--- src/rtl/tl_pkg.sv ---
// Shared definitions for the intersection controller: state codes, interval selects
// and lamp encodings. Also used by the time-parameter block.
package tl_pkg;

   typedef enum logic [2:0] {
      StInit  = 3'd0,
      StMg    = 3'd1,
      StMgExt = 3'd2,
      StMy    = 3'd3,
      StWalk  = 3'd4,
      StSg    = 3'd5,
      StSgExt = 3'd6,
      StSy    = 3'd7
   } tl_state_e;

   typedef enum logic [1:0] {
      SelBase = 2'b00,
      SelExt  = 2'b01,
      SelYel  = 2'b10
   } tl_sel_e;

   localparam logic [2:0] LAMP_R = 3'b100;
   localparam logic [2:0] LAMP_Y = 3'b010;
   localparam logic [2:0] LAMP_G = 3'b001;

   typedef struct packed {
      logic [2:0] main;
      logic [2:0] side;
      logic       walk;
   } lamps_t;

   // Unknown states fall back to all-red so the two roads never conflict.
   function automatic lamps_t lamps_of(tl_state_e st);
      lamps_t l;
      l = '{main: LAMP_R, side: LAMP_R, walk: 1'b0};
      case (st)
         StMg, StMgExt: l.main = LAMP_G;
         StMy:          l.main = LAMP_Y;
         StSg, StSgExt: l.side = LAMP_G;
         StSy:          l.side = LAMP_Y;
         StWalk:        l.walk = 1'b1;
         default:       l = '{main: LAMP_R, side: LAMP_R, walk: 1'b0};
      endcase
      return l;
   endfunction

endpackage

--- src/rtl/tl_sync.sv ---
// N-stage flop synchroniser for an asynchronous level input.
module tl_sync #(
   parameter int unsigned STAGES = 2
) (
   input  logic clk,
   input  logic rst_n,
   input  logic d,
   output logic q
);

   logic [STAGES-1:0] sync_q;

   always_ff @(posedge clk or negedge rst_n) begin
      if (!rst_n) begin
         sync_q <= '0;
      end else begin
         sync_q <= {sync_q[STAGES-2:0], d};
      end
   end

   assign q = sync_q[STAGES-1];

endmodule

--- src/rtl/traffic_light_fsm.sv ---
// Intersection sequencing controller: steps main/side/walk phases on Timer expiry,
// reloading the Timer with a one-cycle start pulse on every state entry.
module traffic_light_fsm
   import tl_pkg::*;
#(
   parameter int unsigned SYNC_STAGES   = 2,
   parameter int unsigned IGNORE_CYCLES = 2
) (
   input  logic       clk,
   input  logic       Reset_n,
   input  logic       expired,
   input  logic       sensor,
   input  logic       walk_request,
   output logic       start_timer,
   output logic [1:0] interval_sel,
   output logic [2:0] main_lamp,
   output logic [2:0] side_lamp,
   output logic       walk_lamp,
   output logic [2:0] state_dbg
);

   localparam int unsigned CntW = (IGNORE_CYCLES > 0) ? $clog2(IGNORE_CYCLES + 1) : 1;

   tl_state_e     state_q, state_d;
   tl_sel_e       sel_q, sel_d;
   lamps_t        lamps_q, lamps_d;
   logic          start_q, start_d;
   logic [CntW-1:0] ign_q, ign_d;
   logic          pend_q, pend_d;
   logic          walk_prev_q;
   logic          sensor_s, walk_s;
   logic          accept, enter;

   tl_sync #(.STAGES(SYNC_STAGES)) u_sync_sensor (
      .clk   (clk),
      .rst_n (Reset_n),
      .d     (sensor),
      .q     (sensor_s)
   );

   tl_sync #(.STAGES(SYNC_STAGES)) u_sync_walk (
      .clk   (clk),
      .rst_n (Reset_n),
      .d     (walk_request),
      .q     (walk_s)
   );

   // Expiries arriving while the Timer is still reloading belong to the old interval.
   assign accept = expired && (ign_q == '0);

   always_comb begin
      state_d = state_q;
      sel_d   = sel_q;
      enter   = 1'b0;
      unique case (state_q)
         StInit: begin
            state_d = StMg;
            sel_d   = SelBase;
            enter   = 1'b1;
         end
         StMg: if (accept) begin
            enter = 1'b1;
            if (sensor_s || pend_q) begin
               state_d = StMgExt;
               sel_d   = SelExt;
            end else begin
               state_d = StMg;
               sel_d   = SelBase;
            end
         end
         StMgExt: if (accept) begin
            enter   = 1'b1;
            state_d = StMy;
            sel_d   = SelYel;
         end
         StMy: if (accept) begin
            enter   = 1'b1;
            state_d = pend_q ? StWalk : StSg;
            sel_d   = SelBase;
         end
         StWalk: if (accept) begin
            enter   = 1'b1;
            state_d = StSg;
            sel_d   = SelBase;
         end
         StSg: if (accept) begin
            enter   = 1'b1;
            state_d = sensor_s ? StSgExt : StSy;
            sel_d   = sensor_s ? SelExt : SelYel;
         end
         StSgExt: if (accept) begin
            enter   = 1'b1;
            state_d = StSy;
            sel_d   = SelYel;
         end
         StSy: if (accept) begin
            enter   = 1'b1;
            state_d = StMg;
            sel_d   = SelBase;
         end
         default: begin
            state_d = StInit;
            sel_d   = SelBase;
         end
      endcase

      start_d = enter;
      lamps_d = lamps_of(state_d);

      if (enter) begin
         ign_d = CntW'(IGNORE_CYCLES);
      end else if (ign_q != '0) begin
         ign_d = ign_q - CntW'(1);
      end else begin
         ign_d = ign_q;
      end

      // A new press in the WALK-entry cycle survives and is served next round.
      pend_d = pend_q;
      if (enter && (state_d == StWalk)) pend_d = 1'b0;
      if (walk_s && !walk_prev_q)       pend_d = 1'b1;
   end

   always_ff @(posedge clk or negedge Reset_n) begin
      if (!Reset_n) begin
         state_q     <= StInit;
         sel_q       <= SelBase;
         lamps_q     <= '{main: LAMP_R, side: LAMP_R, walk: 1'b0};
         start_q     <= 1'b0;
         ign_q       <= '0;
         pend_q      <= 1'b0;
         walk_prev_q <= 1'b0;
      end else begin
         state_q     <= state_d;
         sel_q       <= sel_d;
         lamps_q     <= lamps_d;
         start_q     <= start_d;
         ign_q       <= ign_d;
         pend_q      <= pend_d;
         walk_prev_q <= walk_s;
      end
   end

   assign start_timer  = start_q;
   assign interval_sel = sel_q;
   assign main_lamp    = lamps_q.main;
   assign side_lamp    = lamps_q.side;
   assign walk_lamp    = lamps_q.walk;
   assign state_dbg    = state_q;

endmodule

--- config.mk ---
export PLATFORM = sky130hd
export DESIGN_NAME = traffic_light_fsm
export DESIGN_NICKNAME = d
export VERILOG_FILES = /design/src/rtl/tl_pkg.sv /design/src/rtl/tl_sync.sv /design/src/rtl/traffic_light_fsm.sv
export SDC_FILE = /design/constraint.sdc
export NUM_CORES = 1
export LEC_CHECK = 0
export ABC_CLOCK_PERIOD_IN_PS = 1600
export CAP_MARGIN = 25
export CORE_MARGIN = 5
export CORE_UTILIZATION = 38
export DETAILED_ROUTE_END_ITERATION = 6
export SYNTH_ARGS = -nofsm -noshare
export SYNTH_HDL_FRONTEND = slang
export SYNTH_SLANG_ARGS = --single-unit
--- constraint.sdc ---
create_clock -name clk -period 1.6 [get_ports clk]
set_input_delay 0.24 -clock clk [delete_from_list [all_inputs] [get_ports clk]]
set_output_delay 0.24 -clock clk [all_outputs]
set_load 0.005 [all_outputs]
* Word-level counts from Yosys, hierarchy flattened *
Index checks and enable logic that the tools add are counted.
W data, S select, Z words.

word-level totals
  bits in registers = 21
  output and inout bits = 13
  logic and storage cells = 73
  bits of input ports = 5

cells by class
  reductions and logical operators = 16
  add/subtract/negate cells = 1
  equal/unequal tests = 18
  mux-type cells = 27

operators by type and width
  kind                   count
  $eq A3 B3 Y1 const B   8
  $pmux W3 S8            1
  $mux W3                7
  $mux W2                8
  $eq A3 B2 Y1 const B   4
  $pmux W3 S2            2
  $pmux W2 S5            1
  $mux W1                7
  $reduce_or A7 Y1       1
  $eq A3 B1 Y1 const B   2
  $reduce_bool A2 Y1     3
  $reduce_or A2 Y1       3
  $ne A2 B1 Y1 const B   2
  $ne A2 B2 Y1 const B   2
  $reduce_and A4 Y1      1
  $logic_and A1 B1 Y1    3
  $logic_not A3 Y1       1
  $reduce_or A3 Y1       1
  $logic_not A2 Y1       1
  $pmux W1 S2            1
  $sub A2 B1 Y2 const B  1
  $logic_not A1 Y1       1
  $logic_or A1 B1 Y1     1

* Depth between registers and ports, before layout *
Gate-level depths: netlist (run 1).

  depth after elaboration = 8
  gate-level depth with buffers = 6
  depth with buffers taken out = 5

* Hierarchy *
A second synthesis (run 1) with hierarchy kept.

unflattened totals
  cell total of the unflattened synthesis = 80
  area total of the unflattened synthesis = 923.4 µm²

by module, submodules not included
  module             instances  sequential area each (µm²)  area an instance (µm²)  cells an instance
  traffic_light_fsm  1          427.9                       823.3                   76
  tl_sync            2          50.0                        50.0                    2

* Least setup slack after synthesis (run 1) *
OpenSTA, ideal clock, no wires.

  path kind = register to register
  from = reg ign_q[0]
  to = reg ign_q[1]
  stages on the path, launching flop included = 7
  path buffers = 1
  library setup time = 0.127 ns
  data arrival time = 1.178 ns
  setup slack = 0.295 ns
  period minus slack after synthesis = 1.305 ns
  data required time = 1.473 ns
  cells stage by stage = dfrtp_1 -> inv_1 -> ha_1 -> buf_4 -> nand2_1 -> o31ai_1 -> or2_2

between the ends
  cells in the longest elaborated chain, start to end = 5
  elaborated cells on any way between the ends = 9
  those cells by class = add/sub (1); mux (4); reduce/logical (4)

ends and longest elaborated chain
  element                                               RTL line                  source
  start: declaration                                    traffic_light_fsm.sv:28   logic [CntW-1:0] ign_q, ign_d;
  start signal: assignment                              traffic_light_fsm.sv:138  ign_q <= ign_d;
  $logic_not A2 Y1 *                                    traffic_light_fsm.sv:49   assign accept = expired && (ign_q == '0);
  $logic_and A1 B1 Y1 *                                 traffic_light_fsm.sv:49
  $mux W1 *                                             n/a
  $pmux W1 S2 *                                         traffic_light_fsm.sv:55   unique case (state_q)
  via enter                                             traffic_light_fsm.sv:32   logic accept, enter;
  $mux W2 / $reduce_bool A2 Y1 (equally long branches)  n/a

Mark *: on every way through the listed nets, which the timed path passes. The rest lies on a longest branch. The select of a mux whose other input is x is not followed.
A chain may end at the register's enable or synchronous reset.

* Worst setup path in the final report (run 1) *
  from = reg state_q[2] (netlist: state_dbg[2])
  to = out state_dbg[2]

RTL lines
  element                   RTL line                  source
  start: declaration        traffic_light_fsm.sv:24   tl_state_e state_q, state_d;
  start signal: assignment  traffic_light_fsm.sv:126  state_q <= StInit;
  start signal: assignment  traffic_light_fsm.sv:134  state_q <= state_d;
  end: declaration          traffic_light_fsm.sv:19   output logic [2:0] state_dbg

No word-level cell between the ends.

==> implementation parameters, run 1 <==
Parameter                              Value

Route
  Post-route DRC violation count ... 0
  Total number of vias ... around 640
  Count of nets left with antenna violations after detail routing ... 0
  Routed wirelength normalized by instance count ... between 10 and 15 microns
  Drt first pass iters ... 4
  Per-cell via count in the routed design ... approximately 5.0
  Drt total wl ... 1.629 mm
  DR iter-0 viols ... 2

Cells and area
  Multi-input combinational cell area ... just over 300 sq um
  Final std cell area, no fill ... between 0.001 and 0.0015 sq mm
  Filler-free cell count of the finished design ... approximately 130
  Fraction of layout instances using a drive strength above 1 ... about a fifth
  Commonest cells after routing, fill and taps aside ... dfrtp_1 (18), clkdlybuf4s50_1 (15), buf_4 (7)
  Number of nets in the finished design ... approximately 110
  Final antenna diode count ... 0
  Reg area ... 529.3 sq um
  Layout area overhead ... 28.97%
  Core Util, Final ... between 50% and 60%
  Fill cell instance count of the final layout ... about 200
  Commonest non-fill, non-tap cell in the layout ... dfrtp_1

Floorplanning
  Initial Utilization ... between 30% and 40%
  Vertical die dimension ... 58.39 microns
  Standard-cell row count ... 17
  Ports ... 18
  Core Area ... between 0.002 and 0.0025 sq mm
  Die footprint ... 0.003409 sq mm
  Width of the chip ... 58.39 microns

Timing
  Worst Hold Margin ... between 0.2 and 0.3 ns
  Setup Viol. Count Final ... 0
  Highest Clock Rate ... between 0.6 and 0.7 GHz
  Measured slew at the worst slew-check pin ... about 0.38 ns
  RSZ-0062 raised after global routing ... no
  Total negative setup slack ... 0 ns
  Max-slew violation count ... 0
  Post-route worst setup slack ... approximately 0.093 ns
  Number of hold-slack violations in the final timing report ... 0
  Post-layout minimum cycle time ... 1.507 ns
  Ratio of final minimum period to clock period ... between 90% and 100%
  Max-slew headroom at the worst pin ... 74.71%
  Worst Skew ... roughly 0.0069 ns

Worst setup path
  Worst R2R End ... pend_q
  CP startpoint kind ... register
  Reg-to-reg startpoint ... ign_q[0]
  WP data arrival ... around 1.3 ns
  Chain of cells forming the critical path ... clkdlybuf4s50_1
  Stages on the worst setup path ... 1
  Max Fanout on Critical Path ... 5
  Data required, critical path ... approximately 1.4 ns
  Critical-path cell with the highest stage delay ... clkdlybuf4s50_1
  End point of the critical path ... state_dbg[2]
  Category of the worst setup path capture point ... output port
  Slowest cell delay on critical path ... between 0.5 and 0.6 ns
  Crit path launch ... state_dbg[2]
  Reg2reg setup slack ... around 0.16 ns
  Worst-case reg-to-reg path depth ... 5
  Critical Setup Path Class ... register to output port
  Crit path max-delay family ... buffers and inverters
  Buf+Inv Stages, Crit Path ... 1

GRT
  GRT Util Overall ... 11.23%
  Wire length of the first global-routing pass ... about 2.9 mm
  Initial antenna violation count ... 0
  Total gr overflow ... 0
  Largest net degree at the start of global routing ... 22
  Via count of the first global-routing pass ... roughly 620

Clock tree
  TritonCTS buffer count ... 3
  H-tree levels ... 1
  Hold_buf cts ... 0
  Clock slew at the register clock pins of the worst setup and hold paths ... 0.12 ns
  TritonCTS clock tree ... done
  Clock Tree Buf Depth ... 2
  Clock net sink count ... 21
  Clock tree root buffer cell ... clkbuf_4
  Clock latency on the worst-skew pair ... approximately 0.3 ns

Placed design
  Count of buffers inserted at the top-level ports ... 17
  GP Congestion ... about 0.86
  Worst setup timing slack at the placement stage ... ~0.031 ns
  Placed Cells incl. Taps ... roughly 120
  DP Area ... 0.001096 sq mm
  HPWL after detailed placement ... roughly 1.2 mm

Yosys
  Total number of yosys warnings ... 0
  Seq/Total Area, Yosys ... between 50% and 60%
  Register bit total from synthesis ... 21
  Mean area per synthesized cell ... approximately 12 sq um
  Syn nets ... 83
  Flip-flop cell with the highest count after synthesis ... dfrtp_1
  Post-Syn Instances ... 77
  Number of flops mapped to enable cells by yosys ... 0
  Top cells by area in the synthesized netlist ... dfrtp_1 (53%), dfstp_2 (5.9%), xnor2_1 (3.0%)
  Largest area contributor in the synthesized netlist ... dfrtp_1
  Top cell type's share of synthesized area ... between 50 and 60%
  Number of distinct library cell variants in the gate-level netlist after synthesis ... 33
  Share of synthesized flip-flops with an asynchronous set or reset ... 100.0%
  Summed instance area of the synthesized netlist ... 889.6 sq um

Power
  VDD IR-drop max ... between 0.8 and 0.9 mV
  Final total power ... approximately 2.1 mW
  Total power density per cell area ... around 1800 mW/mm^2
  Leakage ... 0.5033 nW

Outcome
  Result of the run ... complete, no violations

Min path
  Hold Path Class ... input port to asynchronous set/reset pin

Job
  Reported max-cap violation count ... 0
==> registers in the layout, indices dropped and copies added, names as in the netlist <==
| signal | flops |
|---|---|
| ign_q | 2 |
| interval_sel | 2 |
| pend_q | 1 |
| main_lamp | 3 |
| u_sync_sensor.sync_q | 2 |
| walk_prev_q | 1 |
| u_sync_walk.sync_q | 2 |
| walk_lamp | 1 |
| start_timer | 1 |
| side_lamp | 3 |
| state_dbg | 3 |
==> worst reg2reg max path, delay by kind of cell, from the launching register on <==
family,cells,cell delay [ns]
buf+inv,1,0.06
fa+ha+maj,1,0.29
flops,1,0.40
simple gates,1,0.25
compound gates,2,0.33
==> Yosys cell counts (all sizes together), types with 2 or more instances <==
cell type and number:
o2111ai 2, o22ai 2, buf 5, a21oi 4, o21ai 6, nor2 2, xnor2 3, inv 5
dfrtp 19, nor3 5, dfstp 2, nand2 4, nand3 2
==> layout make-up <==
class                           instances  share of cell area (%)
Sequential cell                        21                   46.13
Multi-Input combinational cell         46                   26.94
Timing Repair Buffer                   24                   19.85
Tap cell                               28                   3.053
Clock buffer                            3                   1.963
Inverter                                5                   1.636
Clock inverter                          1                  0.4362
==> metal layers <==
layer	routed length, microns	track usage, %	part of all wire (%)
met1	749	15.03	46
met5	0	0	0
met2	751	17.07	46
met3	103	2.851	6.3
met4	26	4.967	1.6
==> how the worst min path moves through the flow <==
stage                                  from                      end  slack (ns)  depth (start not counted)
finish                              Reset_n                walk_lamp        0.27                          2
global route                        Reset_n             state_dbg[2]        0.27                          2
CTS                                 Reset_n                walk_lamp        0.26                          2
detailed placement  u_sync_sensor.sync_q[0]  u_sync_sensor.sync_q[1]        0.33                          0
global placement    u_sync_sensor.sync_q[0]  u_sync_sensor.sync_q[1]        0.33                          0
floorplan                           Reset_n                 ign_q[0]       -0.06                          0
==> report_power, final <==
| group | internal [mW] | switching [mW] | total, mW |
|---|---|---|---|
| registers | 0.729 | 0.0938 | 0.823 |
| logic | 0.541 | 0.456 | 0.997 |
| clock network | 0.0932 | 0.155 | 0.248 |
| total | 1.36 | 0.705 | 2.07 |
==> cell families after synthesis <==
logic type,Yosys count,synth area share [%]
simple gates,19,12.38
mux,1,1.125
buf+inv,10,6.188
flops,21,59.35
xor+xnor,4,3.939
fa+ha+maj,1,1.406
compound gates,21,15.61
==> timing repair <==
item	4_1_cts	5_1_grt
buffers inserted	0	2
pin swaps	0	0
endpoints found under the setup margin	1	6
gates resized for setup	1	3
(Power assumes the default switching activity.)
==> run 2, diff against run 1 <==
--- a/config.mk
+++ b/config.mk
@@ -13,3 +13,4 @@
 export SYNTH_ARGS = -nofsm -noshare
 export SYNTH_HDL_FRONTEND = slang
 export SYNTH_SLANG_ARGS = --single-unit
+export TNS_END_PERCENT = 20
==> run 2 against run 1 <==
- hold slack hardly changed
- worst setup slack got worse by 0.0013 ns
- power fell by 0.83%
- global-route usage unchanged
- die area unchanged
- sequential cell count did not move
- largest cell class unchanged
==> implementation parameters, run 2 (synthesis gave the netlist of run 1 again) <==
Parameter                              Value

Clock tree
  Clock tree root buffer cell ... clkbuf_4
  Clock slew at the register clock pins of the worst setup and hold paths ... 0.12 ns (about the same)
  Clock latency on the worst-skew pair ... 0.30 ns (about the same)
  Clock net sink count ... 21 (unchanged)
  Clock Tree Buf Depth ... 2 (unchanged)
  TritonCTS clock tree ... done
  TritonCTS buffer count ... 3 (unchanged)
  Hold_buf cts ... 0 (unchanged)
  H-tree levels ... 1 (unchanged)
  Number of buffers added for setup after CTS ... 0 (unchanged)

Timing
  Measured slew at the worst slew-check pin ... 0.3977 ns (+0.02157 ns)
  Worst Skew ... 0.006758 ns (-0.0001157 ns)
  Ratio of final minimum period to clock period ... 94.24% (about the same)
  Max-slew headroom at the worst pin ... 73.26% (-1.5 points)
  Max-slew violation count ... 0 (unchanged)
  Total negative setup slack ... 0 ns (unchanged)
  Setup Viol. Count Final ... 0 (unchanged)
  Number of hold-slack violations in the final timing report ... 0 (unchanged)
  Post-layout minimum cycle time ... 1.508 ns (+0.001269 ns)
  RSZ-0062 raised after global routing ... no
  Highest Clock Rate ... 0.6632 GHz (about the same)
  Post-route worst setup slack ... 0.09218 ns (-0.001269 ns)
  Worst Hold Margin ... 0.2651 ns (+0.00002400 ns)

GRT
  Initial antenna violation count ... 0 (unchanged)
  Largest net degree at the start of global routing ... 22 (unchanged)
  GRT Util Overall ... 11.23% (unchanged)
  Total gr overflow ... 0 (unchanged)
  Wire length of the first global-routing pass ... 2.932 mm (unchanged)
  Via count of the first global-routing pass ... 615 (unchanged)

Cells and area
  Commonest non-fill, non-tap cell in the layout ... dfrtp_1
  Multi-input combinational cell area ... 309.0 sq um (unchanged)
  Final antenna diode count ... 0 (unchanged)
  Core Util, Final ... 50.81% (-0.56 points)
  Number of nets in the finished design ... 105 (-1.9%)
  Layout area overhead ... 27.57%
  Fill cell instance count of the final layout ... 198 (unchanged)
  Final std cell area, no fill ... 0.001135 sq mm (-1.1%)
  Reg area ... 529.3 sq um (unchanged)
  Commonest cells after routing, fill and taps aside ... dfrtp_1 (18), clkdlybuf4s50_1 (14)
  Fraction of layout instances using a drive strength above 1 ... 18.37% (-1.6 points)

Placed design
  Worst setup timing slack at the placement stage ... 0.03144 ns (unchanged)
  GP Congestion ... 0.8617 (unchanged)
  DP Area ... 0.001096 sq mm (unchanged)
  Count of buffers inserted at the top-level ports ... 17 (unchanged)
  HPWL after detailed placement ... 1.160 mm (unchanged)

Route
  DR iter-0 viols ... 4 (+2)
  Drt first pass iters ... 4 (unchanged)
  Routed wirelength normalized by instance count ... 12.92 microns (+1.5%)
  Count of nets left with antenna violations after detail routing ... 0 (unchanged)
  Post-route DRC violation count ... 0 (unchanged)
  Total number of vias ... 629 (-0.94%)
  Per-cell via count in the routed design ... 4.992 (+0.63%)
  Drt total wl ... 1.628 mm (about the same)

Worst setup path
  Chain of cells forming the critical path ... clkdlybuf4s50_1
  Critical Setup Path Class ... register to output port
  Reg2reg setup slack ... 0.16 ns (about the same)
  Reg-to-reg startpoint ... ign_q[0]
  Crit path max-delay family ... buffers and inverters
  WP data arrival ... 1.27 ns (about the same)
  Worst-case reg-to-reg path depth ... 5 (unchanged)
  Crit path launch ... state_dbg[2]
  Critical-path cell with the highest stage delay ... clkdlybuf4s50_1
  Category of the worst setup path capture point ... output port
  Worst R2R End ... pend_q
  Max Fanout on Critical Path ... 5 (unchanged)
  Slowest cell delay on critical path ... 0.53 ns (about the same)
  Buf+Inv Stages, Crit Path ... 1 (unchanged)
  Data required, critical path ... 1.36 ns (about the same)
  CP startpoint kind ... register

Outcome
  Result of the run ... complete, no violations

Power
  Leakage ... 0.4968 nW (-1.3%)
  VDD IR-drop max ... 0.8579 mV (-0.14%)
  Total power density per cell area ... 1807 mW/mm^2 (+0.26%)

Job
  Reported max-cap violation count ... 0 (unchanged)

Floorplanning
  Standard-cell row count ... 17 (unchanged)
  Die footprint ... 0.003409 sq mm (unchanged)
  Core Area ... 0.002233 sq mm (unchanged)
  Vertical die dimension ... 58.39 microns (unchanged)
  Initial Utilization ... 39.83% (unchanged)
  Width of the chip ... 58.39 microns (unchanged)
  Ports ... 18 (unchanged)

Min path
  Hold Path Class ... input port to asynchronous set/reset pin
run 2: worst max-delay path by stage:
stage | to | slack (ns) | depth (start not counted)
floorplan | ign_q[1] | 0.29 | 6
global route | state_dbg[2] | 0.02 | 1
finish | state_dbg[2] | 0.09 | 1
detailed placement | pend_q | 0.03 | 4
global placement | pend_q | 0.06 | 4
CTS | side_lamp[2] | 0.004 | 1
run 2: metal layers:
layer | vias to the layer above | wire, microns | GRT usage, %
met3 | 4 | 103 | 2.851
met4 | 0 | 26 | 4.967
met5 | - | 0 | 0
met2 | 14 | 763 | 17.07
met1 | 298 | 735 | 15.03
li1 | 313 | - | -
run 2: stage by stage:
step           instances  power (mW)
2_1_floorplan         77       1.404
3_3_place_gp         122       1.802
3_5_place_dp         122       1.815
4_1_cts              126       2.084
5_1_grt              126       2.240
6_report             126       2.051
run 2: report_power, final:
| group | total [mW] | switching, mW | leakage [nW] | internal (mW) |
|---|---|---|---|---|
| clock network | 0.248 | 0.155 | 0.0177 | 0.0932 |
| registers | 0.835 | 0.107 | 0.247 | 0.729 |
| logic | 0.967 | 0.443 | 0.233 | 0.524 |
run 2: area by class of cell:
| cell class | instances | share of cell area, % |
|---|---|---|
| flip-flops and latches | 21 | 46.64 |
| multi-input cells | 46 | 27.23 |
| repair buffers | 22 | 18.96 |
| well taps | 28 | 3.087 |
| clock buffers | 3 | 1.985 |
| inverters | 5 | 1.654 |
| clock inverters | 1 | 0.4410 |
run 2: what timing repair did:
item | in CTS | in global routing
endpoints found under the setup margin | 1 | 6
gates resized for setup | 1 | 4
cloned | 0 | 0
